[config.mk]
export PLATFORM = sky130hd
export DESIGN_NAME = program_loader_flat
export DESIGN_NICKNAME = d
export VERILOG_FILES = /design/src/rtl/program_loader_if.sv /design/src/rtl/program_loader.sv /design/src/flat_wrapper.sv
export SDC_FILE = /design/constraint.sdc
export NUM_CORES = 1
export LEC_CHECK = 0
export BUFFER_PORTS_ARGS = -buffer_cell sky130_fd_sc_hd__buf_2
export CAP_MARGIN = 30
export CORE_ASPECT_RATIO = 0.75
export CORE_MARGIN = 2
export CORE_UTILIZATION = 37
export CTS_BUF_LIST = sky130_fd_sc_hd__clkbuf_8
export CTS_CLUSTER_SIZE = 16
export DETAILED_ROUTE_END_ITERATION = 12
export PLACE_DENSITY_LB_ADDON = 0.2
export RECOVER_POWER = 50
export SLEW_MARGIN = 0
export SYNTH_ARGS = -nofsm -noshare
export SYNTH_HDL_FRONTEND = slang
export SYNTH_SLANG_ARGS = --single-unit
[constraint.sdc]
create_clock -name clk -period 5.7 [get_ports clk]
set_clock_uncertainty 0.15 [all_clocks]
set_input_delay 0.855 -clock clk [delete_from_list [all_inputs] [get_ports clk]]
set_output_delay 0.855 -clock clk [all_outputs]
set_load 0.05 [all_outputs]
[src/rtl/program_loader_if.sv]
// Byte-stream input and program-memory write port of the program loader.
// The loader uses the slave modport; the byte source / memory side uses master.
interface program_loader_if #(
    parameter int AW = 6,
    parameter int DW = 13
);
    logic          in_valid;
    logic [7:0]    in_data;
    logic          in_ready;
    logic          mem_we;
    logic [AW-1:0] mem_addr;
    logic [DW-1:0] mem_wdata;
    logic          cpu_hold;
    logic          done;
    logic          err;

    modport slave (
        input  in_valid, in_data,
        output in_ready, mem_we, mem_addr, mem_wdata, cpu_hold, done, err
    );

    modport master (
        output in_valid, in_data,
        input  in_ready, mem_we, mem_addr, mem_wdata, cpu_hold, done, err
    );
endinterface

[src/rtl/program_loader.sv]
// Assembles SYNC/LEN/{HI,LO}xN/CHK byte frames into DW-bit words and writes them
// to program memory, holding the CPU until a frame with a good checksum lands.
module program_loader #(
    parameter int         AW   = 6,
    parameter int         DW   = 13,
    parameter logic [7:0] SYNC = 8'hA5
) (
    input  logic           clk,
    input  logic           rst_n,
    program_loader_if.slave bus
);
    localparam int DEPTH = 2 ** AW;

    typedef enum logic [2:0] {S_IDLE, S_LEN, S_HI, S_LO, S_WR, S_CHK} state_e;

    state_e          state_q, state_d;
    logic [AW:0]     addr_q, addr_d;
    logic [AW:0]     len_q, len_d;
    logic [7:0]      xor_q, xor_d;
    logic [DW-9:0]   hi_q, hi_d;
    logic            in_ready_q, in_ready_d;
    logic            mem_we_q, mem_we_d;
    logic [AW-1:0]   mem_addr_q, mem_addr_d;
    logic [DW-1:0]   mem_wdata_q, mem_wdata_d;
    logic            cpu_hold_q, cpu_hold_d;
    logic            done_q, done_d;
    logic            err_q, err_d;
    logic            xfer;

    assign xfer = bus.in_valid & in_ready_q;

    always_comb begin
        // NOTE: every signal gets a default first so no path through the case leaves it unassigned (no latches).
        state_d     = state_q;
        addr_d      = addr_q;
        len_d       = len_q;
        xor_d       = xor_q;
        hi_d        = hi_q;
        mem_addr_d  = mem_addr_q;
        mem_wdata_d = mem_wdata_q;
        cpu_hold_d  = cpu_hold_q;
        err_d       = err_q;
        done_d      = 1'b0;

        unique case (state_q)
            S_IDLE: if (xfer && bus.in_data == SYNC) begin
                state_d    = S_LEN;
                cpu_hold_d = 1'b1;
                err_d      = 1'b0;
            end
            S_LEN: if (xfer) begin
                if (bus.in_data == 8'd0 || int'(bus.in_data) > DEPTH) begin
                    state_d = S_IDLE;
                    err_d   = 1'b1;
                end else begin
                    len_d   = bus.in_data[AW:0];
                    xor_d   = bus.in_data;
                    addr_d  = '0;
                    state_d = S_HI;
                end
            end
            S_HI: if (xfer) begin
                hi_d    = bus.in_data[DW-9:0];
                xor_d   = xor_q ^ bus.in_data;
                state_d = S_LO;
            end
            S_LO: if (xfer) begin
                xor_d       = xor_q ^ bus.in_data;
                mem_wdata_d = {hi_q, bus.in_data};
                mem_addr_d  = addr_q[AW-1:0];
                state_d     = S_WR;
            end
            S_WR: begin
                addr_d  = addr_q + 1'b1;
                state_d = (addr_d == len_q) ? S_CHK : S_HI;
            end
            S_CHK: if (xfer) begin
                state_d = S_IDLE;
                if (bus.in_data == xor_q) begin
                    done_d     = 1'b1;
                    cpu_hold_d = 1'b0;
                end else begin
                    err_d = 1'b1;
                end
            end
            default: state_d = S_IDLE;
        endcase

        // Ready and the write strobe are registered from the next state so both line up with WR.
        in_ready_d = (state_d != S_WR);
        mem_we_d   = (state_d == S_WR);
    end

    always_ff @(posedge clk or negedge rst_n) begin
        if (!rst_n) begin
            state_q     <= S_IDLE;
            addr_q      <= '0;
            len_q       <= '0;
            xor_q       <= '0;
            hi_q        <= '0;
            in_ready_q  <= 1'b0;
            mem_we_q    <= 1'b0;
            mem_addr_q  <= '0;
            mem_wdata_q <= '0;
            cpu_hold_q  <= 1'b0;
            done_q      <= 1'b0;
            err_q       <= 1'b0;
        end else begin
            // NOTE: non-blocking assignments so every flop samples the pre-edge values of the others.
            state_q     <= state_d;
            addr_q      <= addr_d;
            len_q       <= len_d;
            xor_q       <= xor_d;
            hi_q        <= hi_d;
            in_ready_q  <= in_ready_d;
            mem_we_q    <= mem_we_d;
            mem_addr_q  <= mem_addr_d;
            mem_wdata_q <= mem_wdata_d;
            cpu_hold_q  <= cpu_hold_d;
            done_q      <= done_d;
            err_q       <= err_d;
        end
    end

    assign bus.in_ready  = in_ready_q;
    assign bus.mem_we    = mem_we_q;
    assign bus.mem_addr  = mem_addr_q;
    assign bus.mem_wdata = mem_wdata_q;
    assign bus.cpu_hold  = cpu_hold_q;
    assign bus.done      = done_q;
    assign bus.err       = err_q;
endmodule
[src/flat_wrapper.sv]
// flat-port wrapper written by rule: the top's interface ports become plain ports
module program_loader_flat 
#(
    parameter int         AW   = 6,
    parameter int         DW   = 13,
    parameter logic [7:0] SYNC = 8'hA5
)
  (clk, rst_n, bus_in_valid, bus_in_data, bus_in_ready, bus_mem_we, bus_mem_addr, bus_mem_wdata, bus_cpu_hold, bus_done, bus_err);
  program_loader_if #(.AW(AW), .DW(DW)) bus_i ();
  input  logic clk;
  input  logic rst_n;
  input wire logic [$bits(bus_i.in_valid)-1:0] bus_in_valid;
  input wire logic [$bits(bus_i.in_data)-1:0] bus_in_data;
  output wire logic [$bits(bus_i.in_ready)-1:0] bus_in_ready;
  output wire logic [$bits(bus_i.mem_we)-1:0] bus_mem_we;
  output wire logic [$bits(bus_i.mem_addr)-1:0] bus_mem_addr;
  output wire logic [$bits(bus_i.mem_wdata)-1:0] bus_mem_wdata;
  output wire logic [$bits(bus_i.cpu_hold)-1:0] bus_cpu_hold;
  output wire logic [$bits(bus_i.done)-1:0] bus_done;
  output wire logic [$bits(bus_i.err)-1:0] bus_err;
  assign bus_i.in_valid = bus_in_valid;
  assign bus_i.in_data = bus_in_data;
  assign bus_in_ready = bus_i.in_ready;
  assign bus_mem_we = bus_i.mem_we;
  assign bus_mem_addr = bus_i.mem_addr;
  assign bus_mem_wdata = bus_i.mem_wdata;
  assign bus_cpu_hold = bus_i.cpu_hold;
  assign bus_done = bus_i.done;
  assign bus_err = bus_i.err;
  program_loader #(.AW(AW), .DW(DW), .SYNC(SYNC)) u_core (.clk(clk), .rst_n(rst_n), .bus(bus_i));
endmodule
---- Word-level counts from Yosys, hierarchy flattened ----
Index checks and enable logic that the tools add are counted.
cells by class
  add/sub/neg operators ................... 1
  magnitude comparators ................... 1
  eq/ne operators ......................... 18
  multiplexer cells ....................... 28
  bitwise operators ....................... 3
  reduce and logical (&&, ||, !) cells .... 16
operator list
  cell                 count
  $mux 8               3
  $mux 3               6
  $pmux 3 s6           1
  $pmux 8 s2           1
  $mux 7               2
  $pmux 7 s2           1
  $ne 2x1->1 const B   6
  $mux 1               11
  $eq 3x3->1 const B   3
  $eq 8x8->1           1
  $eq 8x8->1 const B   1
  $gt 8x7->1 const B   1
  $logic_not 8->1      1
  $reduce_and 4->1     2
  $xor 8x8->8          1
  $add 7x1->7 const B  1
  $eq 7x7->1           1
  $eq 3x2->1 const B   2
  $reduce_and 3->1     2
  $reduce_and 6->1     1
  $reduce_bool 2->1    3
  $ne 2x2->1 const B   2
  $reduce_and 2->1     2
  $eq 3x1->1 const B   1
  11 further kinds     11
word-level totals
  bits in registers ....................... 54
  bits of input ports ..................... 11
  logic and storage cells ................. 79

---- Longest topological paths before layout ----
Gate-level depths: netlist of run 1.
  depth after elaboration ................. 6
  depth in mapped cells ................... 7
  gate-level depth less buffers ........... 6

---- Worst setup path after synthesis of run 1 ----
OpenSTA, ideal clock, no wires.
  path type ............................... in2reg
  start ................................... in bus_in_data[3]
  end ..................................... reg u_core.len_q[0]
  library setup time ...................... 0.125 ns
  data arrival time ....................... 2.281 ns
  data required time ...................... 5.425 ns
  slack ................................... 3.144 ns
  stages .................................. 5
  buffers on the path ..................... 1
  cells stage by stage .................... buf_2 -> or3_4 -> or3_4 -> nand4_4 -> mux2_2
between the ends
  cells in the longest elaborated chain, start to end .. 4
  elaborated cells between the ends (all ways) .. 5
  those cells by class .................... 1 x order compare; 1 x bitwise; 3 x reduce/logical
ends and longest elaborated chain
  element                                        line                   text
  start, declared                                flat_wrapper.sv:13     input wire logic [$bits(bus_i.in_data)-1:0] bus_in_data;
  $gt 8x7->1 or $logic_not 8->1 (tied branches)  program_loader.sv:52   if (bus.in_data == 8'd0 || int'(bus.in_data) > DEPTH) begin
  $logic_or 1x1->1 *                             program_loader.sv:52
  $not 1->1 (no source line) *                   -
  $reduce_and 3->1 (no source line) *            -
  end signal, assigned                           program_loader.sv:112  len_q <= len_d;
  end, declared                                  program_loader.sv:18   logic [AW:0] len_q, len_d;
Every way passes the cells marked *; elsewhere a longest branch is shown, timed or not.
A chain may end at the register's enable or synchronous reset.

==> impl_metrics.json, run 1 <==
{
  "status": "finished, violations left",
  "failed_checks": "capacitance limit, slew limit",
  "maxSlewViolCount": 55,
  "areaGrowthSynthToFinish_pct": 13.3,
  "finalCritPeriodShare_pct": 59.3,
  "syn-mean-instance-area_um2": 11.4,
  "min_path_cells": 1,
  "dieArea_um2": 7880,
  "holdPathEnd": "u_core.bus.cpu_hold$_DFFE_PN0P_",
  "clk_latency_ps": 300,
  "nets": 275,
  "ctsResizeCount": 0,
  "start_util_pct": 38.5,
  "dp_cells": 352,
  "worst-path-buf-inv": 2,
  "setup_violations": 0,
  "r2r_slack_ps": 3560,
  "synth-seq-cells": 54,
  "grt_pass1_wl_um": 9160,
  "slowest_delay_ps": 2040,
  "ctsHoldBuffers": 0,
  "crit_slowest_cell": "clkbuf_1",
  "cp_top_family": "buffers and inverters",
  "grt_max_degree": 55,
  "met3_length_um": 269,
  "overflow": 0,
  "hold_path_class": "reg -> reg",
  "chipHeight_um": 77.4,
  "drt_iter0_markers": 64,
  "die_w_um": 102,
  "rsz0062_at_grt": "false",
  "worstPathArrival_ps": 3010,
  "cts_buffer_depth": 2,
  "slew-limit-headroom_pct": -93.9,
  "diodes": 0,
  "postRouteWirelength_um": 5460,
  "top_layer": "met4",
  "hp-start": "u_core.bus.cpu_hold$_DFFE_PN0P_",
  "layout-drive-gt1-share_pct": 26.1,
  "yosys_most_used_dff": "dfrtp_1",
  "synth_fp_nets": 244,
  "synth_cell_types": 45,
  "grt_pass1_vias": 1778,
  "cts_max_level": 2,
  "max_freq_mhz": 296,
  "gp_congestion": 0.813,
  "yosysTopAreaCellShare_pct": 50.9,
  "antenna_found_initial": 0,
  "stdcell_count": 362,
  "clk_pin_slew_ps": 100,
  "p_per_area_nw_per_um2": 525,
  "cts.sinks": 54,
  "wl_met1_um": 2880,
  "worst_pin_slew_ps": 2910,
  "yosysMostFrequentCell": "dfrtp_1",
  "synthTopCellsByCount": "54 x dfrtp_1, 32 x mux2_2, 31 x nand2_1",
  "worstPathMaxFanout": 54,
  "dp_hpwl_um": 3680,
  "critPathLaunchType": "primary input",
  "postRouteAntennaNets": 0,
  "vias": 1860,
  "yosysWarnings": 0,
  "rr_endpoint": "u_core.addr_q[2]$_DFFE_PN0P_",
  "cp-end-kind": "asynchronous set/reset pin",
  "grt_usage_pct": 14.9,
  "syn-cell-area_um2": 2660,
  "min_period_ps": 3380,
  "yosysSeqAreaShare_pct": 50.9,
  "synthCells": 232,
  "cap_violations": 1,
  "root_buffer": "clkbuf_8",
  "hold_viol_final": 0,
  "r2r-start": "u_core.state_q[0]$_DFF_PN0_",
  "wl_per_cell_um": 15.1,
  "post-place-ws_ps": 2000,
  "io_pins": 35,
  "post-cts-setup-buffer-count": 0,
  "tns_ps": 0,
  "path_class": "in -> async",
  "rows": 26,
  "vias_per_cell": 5.14,
  "first_pass_iters": 4,
  "r2r_cells": 5,
  "coreArea_um2": 6900,
  "cts_tree": "built",
  "synth-edff-count": 0,
  "io_buffer_count": 34,
  "required_ps": 5330,
  "synth_area_leaders": "dfrtp_1 51%, mux2_2 14%, nand2_1 4.4%",
  "cp_cell_sequence": "buf_2, clkbuf_1",
  "synth-async-reset-ratio_pct": 100,
  "drc": 0,
  "p_leak_nw": 1.36,
  "ir_worst_vdd_mv": 0.206,
  "numCtsBuffers": 5,
  "layout_setup_ws_ps": 2320,
  "yosysTopAreaCell": "dfrtp_1",
  "wl_met2_um": 2260
}
## metrics by stage
stage	total power [W]	util [%]	hold slack, ps	cell area, µm²
2_1_floorplan	0.00119	-	327	2660
3_3_place_gp	0.00133	41.8	333	2880
3_5_place_dp	0.00134	41.8	329	2880
4_1_cts	0.00160	43.3	356	2990
5_1_grt	0.00169	43.6	382	3010
6_report	0.00158	43.6	358	3010
## worst max path at each step
stage	from	end	slack, ps	cells after the start
after global placement	bus_in_valid	u_core.bus.mem_addr[5]$_DFFE_PN0P_	2070	5
final	rst_n	u_core.xor_q[4]$_DFFE_PN0P_	2320	2
after detailed placement	bus_in_valid	u_core.bus.mem_wdata[11]$_DFFE_PN0P_	2000	5
after CTS	bus_in_valid	u_core.bus.mem_wdata[11]$_DFFE_PN0P_	2330	5
after global routing	rst_n	u_core.xor_q[2]$_DFFE_PN0P_	1670	2
after floorplan	bus_in_data[3]	u_core.len_q[0]$_DFFE_PN0P_	3140	5
## logic make-up (layout without fill, tap and decap cells)
group / after synthesis / count (layout) / share of synthesized area, %
compound gates: 31 / 31 / 8.10
xor+xnor: 19 / 19 / 6.78
fa+ha+maj: 1 / 1 / 0.471
buf+inv: 15 / 47 / 3.06
flops: 54 / 54 / 50.9
mux: 33 / 33 / 13.9
simple gates: 79 / 79 / 16.8
## registers in the layout, indices dropped and copies added (netlist names), 3 cells and up
register / count
u_core.xor_q: 8
u_core.bus.mem_addr: 6
u_core.len_q: 7
u_core.hi_q: 5
u_core.bus.mem_wdata: 13
u_core.state_q: 3
u_core.addr_q: 7
## cell usage in the layout, fill, tap and decap left out, types with 4 or more instances in the layout
master     n
o22ai_1    7
nor3b_1   11
o21ai_0    6
clkbuf_1  13
buf_2     22
clkbuf_8   5
dfrtp_1   54
nand3_1    7
nor3_1     4
xor2_1    12
xnor2_1    6
mux2_2    32
nor2_1     8
nand2_1   31
inv_1      4
## final cells by class
cell class,count,area [µm²]
clock buffer,5,68.8
clock inverter,3,37.5
sequential,54,1350
multi-input combinational,163,1220
tap,98,123
fill,716,3890
timing repair buffer,37,198
inverter,2,7.51
## metal layers
layer	vias to the layer above	global-route usage, %
met4	0	3.60
met2	47	20.5
met5	-	0
met1	926	23.8
met3	5	3.15
li1	882	-
## where the power goes
group          internal, W  switching (W)
sequential        0.000536       0.000123
combinational     0.000257       0.000412
clock             0.000128       0.000122
total             0.000922       0.000658
No activity file was read; power rests on OpenSTA's default activity.
==> run 2, diff against run 1 <==
==> constraint.sdc (replaced) <==
create_clock -name clk -period 2.75 [get_ports clk]
set_clock_uncertainty 0.15 [all_clocks]
set_input_delay 0.4125 -clock clk [delete_from_list [all_inputs] [get_ports clk]]
set_output_delay 0.4125 -clock clk [all_outputs]
set_load 0.05 [all_outputs]
==> run 2 against run 1 <==
The flow now finishes without violations. Sequential power is 110% higher. Critical path depth is 3 higher. Hold slack worse by 120 ps. Critical path type is now reg -> reg. Largest power group is now registers. Register-to-register slack worse by 2900 ps. Final area is 0.29% lower. Total power is 100% higher. Setup slack worse by 1700 ps. Highest routed layer unchanged.
==> impl_metrics.json, run 2 (synthesis results as in run 1) <==
{
  "rows": 26,
  "largest_reg_flops": 13,
  "final_common_cell": "dfrtp_1",
  "postRouteWirelength_um": 5500,
  "overflow": 0,
  "vias": 1847,
  "drt_iter0_markers": 93,
  "ctsResizeCount": 0,
  "io_pins": 35,
  "coreArea_um2": 6900,
  "gp_congestion": 0.776,
  "diodes": 0,
  "ctsHoldBuffers": 1,
  "chipHeight_um": 77.4,
  "drc": 0,
  "max_freq_mhz": 470,
  "ir_worst_vdd_mv": 0.494,
  "io_buffer_count": 34,
  "path_class": "reg -> reg",
  "numCtsBuffers": 5,
  "root_buffer": "clkbuf_8",
  "die_w_um": 102,
  "clk_pin_slew_ps": 100,
  "critPathLaunchType": "flop",
  "slew-limit-headroom_pct": 45.0,
  "grt_max_degree": 21,
  "postRouteAntennaNets": 0,
  "wl_met2_um": 2170,
  "nets": 279,
  "required_ps": 2810,
  "cts_tree": "built",
  "hold_path_class": "in -> reg",
  "rsz0062_at_grt": "false",
  "met3_length_um": 238,
  "finalCritPeriodShare_pct": 77.4,
  "dp_cells": 357,
  "dp_hpwl_um": 3980,
  "p_per_area_nw_per_um2": 1070,
  "clk_latency_ps": 320,
  "cts.sinks": 54,
  "maxSlewViolCount": 0,
  "first_pass_iters": 4,
  "tns_ps": 0,
  "hold_viol_final": 0,
  "layout-drive-gt1-share_pct": 27.2,
  "dieArea_um2": 7880,
  "top_layer": "met4",
  "post-cts-setup-buffer-count": 0,
  "worstPathMaxFanout": 19,
  "vias_per_cell": 5.05,
  "worst_pin_slew_ps": 825,
  "status": "finished clean",
  "worstPathArrival_ps": 2190,
  "min_period_ps": 2130,
  "grt_usage_pct": 15.2,
  "cts_buffer_depth": 2,
  "start_util_pct": 38.5,
  "areaGrowthSynthToFinish_pct": 13.0,
  "grt_pass1_wl_um": 9160,
  "setup_violations": 0,
  "cap_violations": 0,
  "mostFrequentLayoutCells": "54 x dfrtp_1, 32 x mux2_2, 31 x nand2_1",
  "stdcell_count": 366,
  "antenna_found_initial": 0,
  "post-route-util_pct": 43.5,
  "cts_max_level": 2,
  "cp-end-kind": "flop",
  "wl_per_cell_um": 15.0,
  "wl_met1_um": 3020,
  "p_leak_nw": 1.36,
  "grt_pass1_vias": 1774,
  "fill_cells": 678
}
[run 2: final timing paths]
check	from	endpoint	slack (ps)	depth (start not counted)
worst min-delay path	bus_in_data[7]	u_core.xor_q[7]$_DFFE_PN0P_	230	2
worst max register to register	u_core.state_q[0]$_DFF_PN0_	u_core.addr_q[4]$_DFFE_PN0P_	620	5
worst min register to register	u_core.bus.mem_wdata[10]$_DFFE_PN0P_	u_core.bus.mem_wdata[10]$_DFFE_PN0P_	360	1
max in group asynchronous	rst_n	u_core.len_q[0]$_DFFE_PN0P_	920	3
worst max-delay path	u_core.state_q[0]$_DFF_PN0_	u_core.addr_q[4]$_DFFE_PN0P_	620	5
min in group asynchronous	rst_n	u_core.addr_q[0]$_DFFE_PN0P_	550	2
[run 2: final cells by class]
cell class	instances	area [µm²]	area share (%)
clock buffers	6	82.6	2.75
clock inverters	2	8.76	0.292
inverters	2	7.51	0.250
multi-input cells	163	1220	40.8
flip-flops and latches	54	1350	45.0
well taps	98	123	4.09
repair buffers	41	204	6.80
[run 2: metal layers]
| layer | global-route usage (%) | vias to the layer above |
|---|---|---|
| met3 | 3.06 | 8 |
| met1 | 24.6 | 905 |
| met4 | 4.80 | 0 |
| met5 | 0 | - |
| met2 | 19.8 | 42 |
| li1 | - | 892 |
[run 2: critical path, stage by stage (launching register included)]
cell and delay [ps]:
dfrtp_1 450, nand3_1 190, nor2_1 300, nand4_4 350
and2_4 310, a211o_1 280
[run 2: where the power goes]
| group | internal (W) | switching [W] |
|---|---|---|
| Combinational | 0.000526 | 0.000845 |
| Sequential | 0.00111 | 0.000264 |
| Clock | 0.000200 | 0.000264 |
[run 2: stage by stage]
step	setup WS (ps)	total power, W	hold WS (ps)	cell area, µm²
4_1_cts	579	0.00327	234	3020
3_5_place_dp	329	0.00280	191	2920
2_1_floorplan	454	0.00247	-33.1	2660
5_1_grt	466	0.00344	257	3000
6_report	620	0.00321	233	3000
3_3_place_gp	364	0.00278	195	2920
